===== config.mk =====
export PLATFORM = sky130hd
export DESIGN_NAME = mem_write_arbiter
export DESIGN_NICKNAME = d
export VERILOG_FILES = /design/src/rtl/mem_arb_pkg.sv /design/src/rtl/rr_arbiter3.sv /design/src/rtl/mem_write_arbiter.sv
export SDC_FILE = /design/constraint.sdc
export NUM_CORES = 1
export LEC_CHECK = 0
export ABC_AREA = 1
export ABC_CLOCK_PERIOD_IN_PS = 2300
export BUFFER_PORTS_ARGS = -buffer_cell sky130_fd_sc_hd__buf_4
export CAP_MARGIN = 20
export CORE_MARGIN = 3
export CORE_UTILIZATION = 48
export DETAILED_ROUTE_END_ITERATION = 8
export GPL_TIMING_DRIVEN = 0
export PLACE_DENSITY_LB_ADDON = 0.25
export RECOVER_POWER = 50
export REMOVE_ABC_BUFFERS = 1
export SYNTH_ARGS = -nofsm -noshare
export SYNTH_HDL_FRONTEND = slang
export SYNTH_SLANG_ARGS = --single-unit

===== constraint.sdc =====
create_clock -name clk -period 2.3 [get_ports clk]
set_input_delay 0.46 -clock clk [delete_from_list [all_inputs] [get_ports clk]]
set_output_delay 0.46 -clock clk [all_outputs]
set_load 0.01 [all_outputs]

===== src/rtl/mem_arb_pkg.sv =====
// Shared constants and types for the memory write-port arbiter.
// Source indices double as bit positions in the request/grant vectors.
package mem_arb_pkg;

    typedef logic [1:0] src_idx_t;

    localparam src_idx_t SRC_CPU = 2'd0;
    localparam src_idx_t SRC_DHT = 2'd1;
    localparam src_idx_t SRC_LDR = 2'd2;

    localparam int unsigned ARB_RR    = 0;
    localparam int unsigned ARB_FIXED = 1;

    typedef enum logic [1:0] {
        IDLE = 2'd0,
        W0   = 2'd1,
        W1   = 2'd2
    } dht_state_e;

    // Cyclic successor in the order CPU, DHT, LDR.
    function automatic src_idx_t next_src(input src_idx_t s);
        return (s == SRC_LDR) ? SRC_CPU : s + 2'd1;
    endfunction

endpackage


===== src/rtl/rr_arbiter3.sv =====
// Three-way arbiter with a one-hot grant: round robin or fixed priority CPU > DHT > LDR.
// The pointer holds the highest-priority source and advances past each winner.
module rr_arbiter3
    import mem_arb_pkg::*;
#(
    parameter int unsigned ARB_MODE = ARB_RR
) (
    input  logic       clk,
    input  logic       rst,
    input  logic [2:0] req,
    output logic [2:0] grant
);

    src_idx_t ptr_q, ptr_d;
    src_idx_t first, second, third;

    always_comb begin
        grant  = '0;
        first  = (ARB_MODE == ARB_FIXED) ? SRC_CPU : ptr_q;
        second = next_src(first);
        third  = next_src(second);
        if (req[first]) begin
            grant[first] = 1'b1;
        end else if (req[second]) begin
            grant[second] = 1'b1;
        end else if (req[third]) begin
            grant[third] = 1'b1;
        end
    end

    always_comb begin
        ptr_d = ptr_q;
        unique case (grant)
            3'b001:  ptr_d = next_src(SRC_CPU);
            3'b010:  ptr_d = next_src(SRC_DHT);
            3'b100:  ptr_d = next_src(SRC_LDR);
            default: ptr_d = ptr_q;
        endcase
    end

    always_ff @(posedge clk) begin
        if (rst) begin
            ptr_q <= SRC_CPU;
        end else begin
            ptr_q <= ptr_d;
        end
    end

endmodule


===== src/rtl/mem_write_arbiter.sv =====
// Shares the memory write port among CPU stores, the loader and the DHT capture engine.
// Optional MEM_ARB_PROT_EN drops CPU writes outside [CODE_TOP, MEM_DEPTH) and pulses prot_fault.
module mem_write_arbiter
    import mem_arb_pkg::*;
#(
    parameter int unsigned ADDR_W    = 32,
    parameter int unsigned DATA_W    = 32,
    parameter int unsigned DHT_ADDR  = 1001,
    parameter int unsigned ARB_MODE  = ARB_RR,
    parameter int unsigned CODE_TOP  = 16,
    parameter int unsigned MEM_DEPTH = 1024
) (
    input  logic              clk,
    input  logic              rst,
    input  logic              cpu_wr_valid,
    output logic              cpu_wr_ready,
    input  logic [ADDR_W-1:0] cpu_wr_addr,
    input  logic [DATA_W-1:0] cpu_wr_data,
    input  logic              ldr_wr_valid,
    output logic              ldr_wr_ready,
    input  logic [ADDR_W-1:0] ldr_wr_addr,
    input  logic [DATA_W-1:0] ldr_wr_data,
    input  logic [39:0]       dht_data_in,
    input  logic              dht_data_valid,
    output logic              dht_busy,
    output logic              dht_overrun,
    output logic              mem_write_enable,
    output logic [ADDR_W-1:0] write_addr,
    output logic [DATA_W-1:0] write_data,
    output logic              prot_fault
);

    dht_state_e        state_q, state_d;
    logic [39:0]       sample_q, sample_d;
    logic              overrun_q, overrun_d;
    logic [2:0]        req, grant;
    logic              drop;
    logic [ADDR_W-1:0] sel_addr, addr_q;
    logic [DATA_W-1:0] sel_data, data_q;
    logic              we_q, fault_q;

    // Requests are masked during reset so no handshake completes while state is cleared.
    assign req[SRC_CPU] = cpu_wr_valid & ~rst;
    assign req[SRC_DHT] = (state_q != IDLE) & ~rst;
    assign req[SRC_LDR] = ldr_wr_valid & ~rst;

    rr_arbiter3 #(
        .ARB_MODE(ARB_MODE)
    ) u_arb (
        .clk   (clk),
        .rst   (rst),
        .req   (req),
        .grant (grant)
    );

    assign cpu_wr_ready = grant[SRC_CPU];
    assign ldr_wr_ready = grant[SRC_LDR];

    always_comb begin
        state_d   = state_q;
        sample_d  = sample_q;
        overrun_d = overrun_q;
        unique case (state_q)
            IDLE: begin
                if (dht_data_valid) begin
                    sample_d = dht_data_in;
                    state_d  = W0;
                end
            end
            W0:      if (grant[SRC_DHT]) state_d = W1;
            W1:      if (grant[SRC_DHT]) state_d = IDLE;
            default: state_d = IDLE;
        endcase
        // A new sample mid-transfer wins; any word granted this cycle is still written.
        if (dht_data_valid && (state_q != IDLE)) begin
            overrun_d = 1'b1;
            sample_d  = dht_data_in;
            state_d   = W0;
        end
    end

    always_comb begin
        sel_addr = cpu_wr_addr;
        sel_data = cpu_wr_data;
        if (grant[SRC_DHT]) begin
            if (state_q == W0) begin
                sel_addr = ADDR_W'(DHT_ADDR);
                sel_data = DATA_W'(sample_q[31:0]);
            end else begin
                sel_addr = ADDR_W'(DHT_ADDR + 1);
                sel_data = DATA_W'(sample_q[39:32]);
            end
        end else if (grant[SRC_LDR]) begin
            sel_addr = ldr_wr_addr;
            sel_data = ldr_wr_data;
        end
    end

`ifdef MEM_ARB_PROT_EN
    assign drop = grant[SRC_CPU] &&
                  ((cpu_wr_addr < ADDR_W'(CODE_TOP)) || (cpu_wr_addr >= ADDR_W'(MEM_DEPTH)));
`else
    logic unused_prot_params;
    assign unused_prot_params = ^{CODE_TOP, MEM_DEPTH};
    assign drop = 1'b0;
`endif

    always_ff @(posedge clk) begin
        if (rst) begin
            state_q   <= IDLE;
            sample_q  <= '0;
            overrun_q <= 1'b0;
            we_q      <= 1'b0;
            addr_q    <= '0;
            data_q    <= '0;
            fault_q   <= 1'b0;
        end else begin
            state_q   <= state_d;
            sample_q  <= sample_d;
            overrun_q <= overrun_d;
            we_q      <= (|grant) && !drop;
            fault_q   <= drop;
            if ((|grant) && !drop) begin
                addr_q <= sel_addr;
                data_q <= sel_data;
            end
        end
    end

    assign dht_busy         = (state_q != IDLE);
    assign dht_overrun      = overrun_q;
    assign mem_write_enable = we_q;
    assign write_addr       = addr_q;
    assign write_data       = data_q;
    assign prot_fault       = fault_q;

endmodule


==> impl_metrics.tcl, run 1 <==
set metrics [dict create \
    ir_drop_mv 0.706 \
    num_rows 39 \
    initial_core_util_pct 49.5 \
    cp.required_ns 1.84 \
    synth_flop_cell "dfxtp_1" \
    powerDensity_nw_per_um2 1410 \
    max_freq_ghz 0.445 \
    track_usage_pct 29.5 \
    path_delay_family "simple AND/OR/NAND/NOR gates" \
    cpPeakStageDelay_ns 0.37 \
    die_w_um 115 \
    clockBufferDepth 2 \
    outcome "completed" \
    cts.clk_slew.worst_paths_ns 0.07 \
    worst-endpoint-arrival_ns 1.79 \
    crit_path_end_kind "output pin" \
    synth_edf_count 0 \
    core-area_um2 11500 \
    netlist_instances 917 \
    drive_above_1_share_pct 28.1 \
    grt_max_degree 70 \
    area_growth_pct 44.3 \
    synthesis.area_um2 5700 \
    relSlewSlack_pct 35.4 \
    grt_setup_unrepaired "false" \
    synthArstFlopShare_pct 0 \
    path_max_fanout 11 \
    viasPerCell 5.31 \
    wirelength_mm 21.0 \
    seq_area_frac_synth_pct 38.6 \
    drt_first_pass_iters 6 \
    criticalPathCategory "flip-flop to output pin" \
    hold_violations 0 \
    fin_util_pct 71.5 \
    cts_root_buf "clkbuf_16" \
    wl_per_cell_um 16.4 \
    slew_viol_final 0 \
    num_vias 6791 \
    yosysWarnings 0 \
    antenna_cells 0 \
    postRouteAntennaNets 0 \
    fin_hold_ws_ns 0.330 \
    gp_congestion 0.788 \
    finClkSkew_ns 0.00673 \
    crit_chain "nor2_4 -> nor2_2 -> nand2_2 -> nand2_2 -> nor2_4 -> nand2_8 -> nand2_8 -> buf_16 -> buf_4" \
    synth_area_leaders "dfxtp_1 (39%), nand2_1 (22%), nand3_1 (9.4%), nor2_1 (8.1%), nand4_1 (4.1%)" \
    cts-htree-levels 3 \
    antenna_found_initial 0 \
    cts_tree "built" \
    worstMarginPinSlew_ns 0.967 \
    grt_pass1_wl_mm 31.0 \
    fin_crit_sh_pct 97.6 \
    grt_pass1_vias 6128 \
    place_area_um2 7430 \
    hpwl_mm 11.8 \
    port_buffers 241 \
    hp-class "input pin to flip-flop" \
    numCtsBuffers 9 \
    crit_buf_inv 2 \
    place_inst 1237 \
    avgSynthCellArea_um2 6.22 \
    drt_iter0_markers 579 \
    max-cap-violations 0 \
    slowest_stage "dfxtp_1" \
    leakagePower_nw 4.29 \
    critPathLaunchType "flip-flop" \
    nFillCells 1016 \
    final_nets 1305 \
    die_h_um 115 \
    synth_seq_cells 110 \
    drc_errors 0 \
    post-synth-top-count-cell "nand2_1" \
    final.min_clock_period_ns 2.25 \
    finalSetupViolCount 0 \
    synth_commonest_cells "nand2_1 (334), nor2_1 (123), dfxtp_1 (110)" \
    die_area_um2 13200 \
    synth_top_area_share_pct 38.6 \
    setup_tns_ns 0 \
    pin_count 243 \
    overflow 0 \
    clock_latency_ns 0.35 \
    cts.sinks 110 \
    layout.cells.non_filler 1279 \
    synth.distinct_cells 22 \
    netlist.top_cell.by_area "dfxtp_1" \
    final_area_um2 8230 \
]
flip-flops by register name, indices dropped and copies added (netlist names):
| name | flops |
|---|---|
| state_q | 2 |
| write_data | 32 |
| u_arb.first | 2 |
| sample_q | 40 |
| mem_write_enable | 1 |
| dht_overrun | 1 |
| write_addr | 32 |
worst paths after layout:
kind | startpoint | end | slack [ns] | depth (start not counted)
max reg2reg | state_q[0] | write_data[0] | 0.09 | 11
min | dht_data_in[12] | sample_q[12] | 0.33 | 3
min reg2reg | write_addr[30] | write_addr[30] | 0.49 | 2
max | state_q[0] | ldr_wr_ready | 0.05 | 9
through the flow:
stage          setup slack, ns  total power, mW
6_report                0.0549             11.6
5_1_grt                0.00208             12.5
4_1_cts                0.00794             11.2
3_5_place_dp             -3.83             8.81
3_3_place_gp             -5.72             8.62
2_1_floorplan            -2.62             6.42
layer usage:
metal / global-route usage (%) / vias up / share of wire, %
met3: 6.26 / 30 / 10
met2: 49.5 / 318 / 49
li1: - / 3362 / -
met1: 37.4 / 3081 / 39
met5: 0 / - / 0
met4: 10.5 / 0 / 2.0
logic make-up after synthesis:
kind of cell	share of synthesized area (%)
other	0.0658
buffers and inverters	9.83
AOI/OAI and AO/OA	6.41
DFF	38.6
and+or+nand+nor	45.1
report_power, final:
| part | internal, mW | switching (mW) | leakage (nW) |
|---|---|---|---|
| sequential | 2.56 | 0.330 | 0.916 |
| clock | 0.866 | 0.694 | 0.141 |
| combinational | 2.69 | 4.45 | 3.23 |
layout make-up:
type                            count  area (um^2)  share of cell area (%)
Inverter                           51          228                    2.77
Clock buffer                       11          243                    2.95
Tap cell                          143          179                    2.17
Multi-Input combinational cell    696         3200                    38.9
Timing Repair Buffer              264         2120                    25.8
Clock inverter                      4         47.5                   0.578
Sequential cell                   110         2210                    26.9
layout by cell type, fill, tap and decap left out, types with 5 or more instances in the layout:
cell type | netlist | routed
nand3_4 | 0 | 5
inv_1 | 46 | 45
dfxtp_1 | 110 | 107
nand2_2 | 4 | 5
nand4_1 | 37 | 37
buf_4 | 16 | 256
nand2_4 | 1 | 6
nand2_1 | 334 | 327
clkbuf_16 | 0 | 9
nand2_8 | 0 | 5
a21oi_1 | 30 | 30
o21ai_0 | 42 | 41
nor2_1 | 123 | 119
nor2_4 | 0 | 5
nand3_1 | 107 | 107
timing repair:
item / 4_1_cts / 5_1_grt
hold buffers: 0 / 0
endpoints found under the hold margin: 0 / 0
cloned: 8 / 3
resized for setup: 43 / 11
pin swaps: 9 / 7
endpoints found under the setup margin: 71 / 59
buffers inserted: 11 / 6
worst min-delay path, delay by kind of cell:
kind	cells	cell delay (ns)
and+or+nand+nor	2	0.11
buffers and inverters	1	0.08
No activity file was read; power rests on OpenSTA's default activity.
==> run 2, diff against run 1 <==
- ABC_AREA: 1 -> unset
- ABC_CLOCK_PERIOD_IN_PS: 2300 -> 2600
- CORE_UTILIZATION: 48 -> 49
- clock period: 2.3 -> 2.6 ns (I/O delays scaled with it)
==> run 2 against run 1 <==
Against the previous run: first-iteration DRC count is 58% lower; routed wire length down 31%; largest power group is now sequential cells; power is 67% lower; highest routed layer unchanged; critical path type unchanged.
==> impl_metrics.tcl, run 2 <==
set metrics [dict create \
    synthArstFlopShare_pct 0 \
    max_freq_ghz 0.396 \
    die_h_um 104 \
    avgSynthCellArea_um2 9.58 \
    relSlewSlack_pct 3.28 \
    hpwl_mm 10.4 \
    yosysWarnings 0 \
    synth.distinct_cells 36 \
    initial_core_util_pct 50.6 \
    clockBufferDepth 2 \
    grt_max_degree 116 \
    drc_errors 0 \
    rr_endpoint "write_addr[17]" \
    cp.required_ns 2.08 \
    synth_seq_cells 110 \
    layout_common_cells "buf_4 (192), dfxtp_1 (110), mux2i_1 (73)" \
    core-area_um2 9280 \
    cts.clk_slew.worst_paths_ns 0.10 \
    r2r_start "state_q[1]" \
    clock_latency_ns 0.36 \
    netlist_instances 491 \
    post-synth-top-count-cell "dfxtp_1" \
    synthesis.area_um2 4700 \
    synth_commonest_cells "dfxtp_1 (110), nor2_1 (74), mux2i_1 (73)" \
    hold_violations 0 \
    outcome "completed" \
    cts.sinks 110 \
    finalSetupViolCount 0 \
    fin_crit_sh_pct 97.2 \
    worst-endpoint-arrival_ns 2.01 \
    reg2reg_slack_ns 0.37 \
    seq_area_frac_synth_pct 46.8 \
    whs_endpoint "sample_q[33]" \
    num_rows 35 \
    ff2ff_path_depth 6 \
    synth_top_area_share_pct 46.8 \
    hp-start "dht_data_in[33]" \
    powerDensity_nw_per_um2 570 \
    crit_path_end_kind "output pin" \
    final_common_cell "buf_4" \
    viasPerCell 5.59 \
    cts_root_buf "clkbuf_8" \
    holdBufCountCts 0 \
    port_buffers 241 \
    drive_above_1_share_pct 33.7 \
    grt_setup_unrepaired "false" \
    synth_edf_count 0 \
    worstMarginPinSlew_ns 1.45 \
    final_nets 878 \
    numCtsBuffers 9 \
    path_max_fanout 15 \
    synth_area_leaders "dfxtp_1 (47%), mux2i_1 (16%), nor2_1 (5.9%), o22ai_1 (4.9%), a221oi_1 (4.5%)" \
    die_w_um 104 \
    largest_register_ffs 40 \
    pin_count 243 \
    critPathLaunchType "flip-flop" \
    regMostFlops "sample_q" \
    criticalPathCategory "flip-flop to output pin" \
    num_vias 4690 \
    drt_first_pass_iters 5 \
    die_area_um2 10800 \
    drt_iter0_markers 243 \
    hp-class "input pin to flip-flop" \
    place_area_um2 6560 \
    finalPower_mw 3.78 \
    hold_depth 3 \
    finClkSkew_ns 0.0121 \
    overflow 0 \
    grt_pass1_vias 4622 \
    antenna_found_initial 0 \
    postRouteAntennaNets 0 \
    grt_pass1_wl_mm 22.6 \
    wl_per_cell_um 17.4 \
    leakagePower_nw 2.84 \
    max-cap-violations 0 \
    gp_congestion 0.810 \
    track_usage_pct 25.2 \
    antenna_cells 0 \
    final.min_clock_period_ns 2.53 \
    wirelength_mm 14.6 \
    slew_viol_final 0 \
    ir_drop_mv 0.357 \
    area_growth_pct 41.2 \
    synth_flop_cell "dfxtp_1" \
    netlist.top_cell.by_area "dfxtp_1" \
    cts_tree "built" \
    final_area_um2 6640 \
    cts-htree-levels 3 \
]
## run 2: power by group
group / switching (mW) / total [mW] / internal, mW
combinational: 0.404 / 0.825 / 0.422
clock: 0.559 / 1.06 / 0.503
sequential: 0.0773 / 1.90 / 1.82
## run 2: how the worst max path moves through the flow
stage	startpoint	to	slack (ns)	depth (start not counted)
floorplan	ldr_wr_valid	write_addr[10]	-0.83	5
finish	state_q[1]	cpu_wr_ready	0.07	4
global placement	rst	write_addr[22]	-3.09	5
global route	state_q[1]	cpu_wr_ready	0.01	4
detailed placement	rst	write_addr[16]	-1.34	6
CTS	rst	ldr_wr_ready	0.005	4
## run 2: worst max-delay path, cell delays in order (launching register included)
cell	delay [ns]
dfxtp_1	0.37
or3_1	0.38
a2111o_2	0.57
inv_6	0.18
buf_4	0.14
## run 2: final cells by class
type	instances	area, um^2
repair buffers	246	1710
clock buffers	12	155
well taps	129	161
inverters	5	36.3
multi-input cells	332	2320
repair inverters	1	3.75
flip-flops and latches	110	2200
clock inverters	4	55.1
fillers	779	2650
## run 2: kinds of logic after synthesis
logic type | synth area share [%]
multiplexers | 17.7
other | 0.0798
buffers and inverters | 4.87
AND/OR/NAND/NOR | 12.7
flip-flops | 46.8
AO/OA/AOI/OAI | 17.8
## run 2: metrics by stage
step                instances  setup slack, ns  utilization, %  setup TNS, ns  hold slack (ns)
detailed placement        820            -1.34            70.6         -77.70            0.478
global route              839           0.0107            71.5              0            0.395
CTS                       837          0.00491            73.3              0            0.381
floorplan                 446           -0.825               -         -28.01            0.454
global placement          816            -3.09            69.6        -138.06            0.455
finish                    839           0.0732            71.5              0            0.390
## run 2: timing repair
item | 4_1_cts | 5_1_grt
gates cloned | 1 | 1
resized for setup | 12 | 1
buffers inserted | 0 | 1
pin swaps | 0 | 2
endpoints found under the setup margin | 66 | 2
## run 2: per-layer routing
metal  up-vias  GRT usage, %  routed length, um
met5         -             0                  0
met3        23          5.77               1090
met4         0          7.98                272
met2       216          44.7               7550
met1      2208          30.3               5700
li1       2243             -                  -
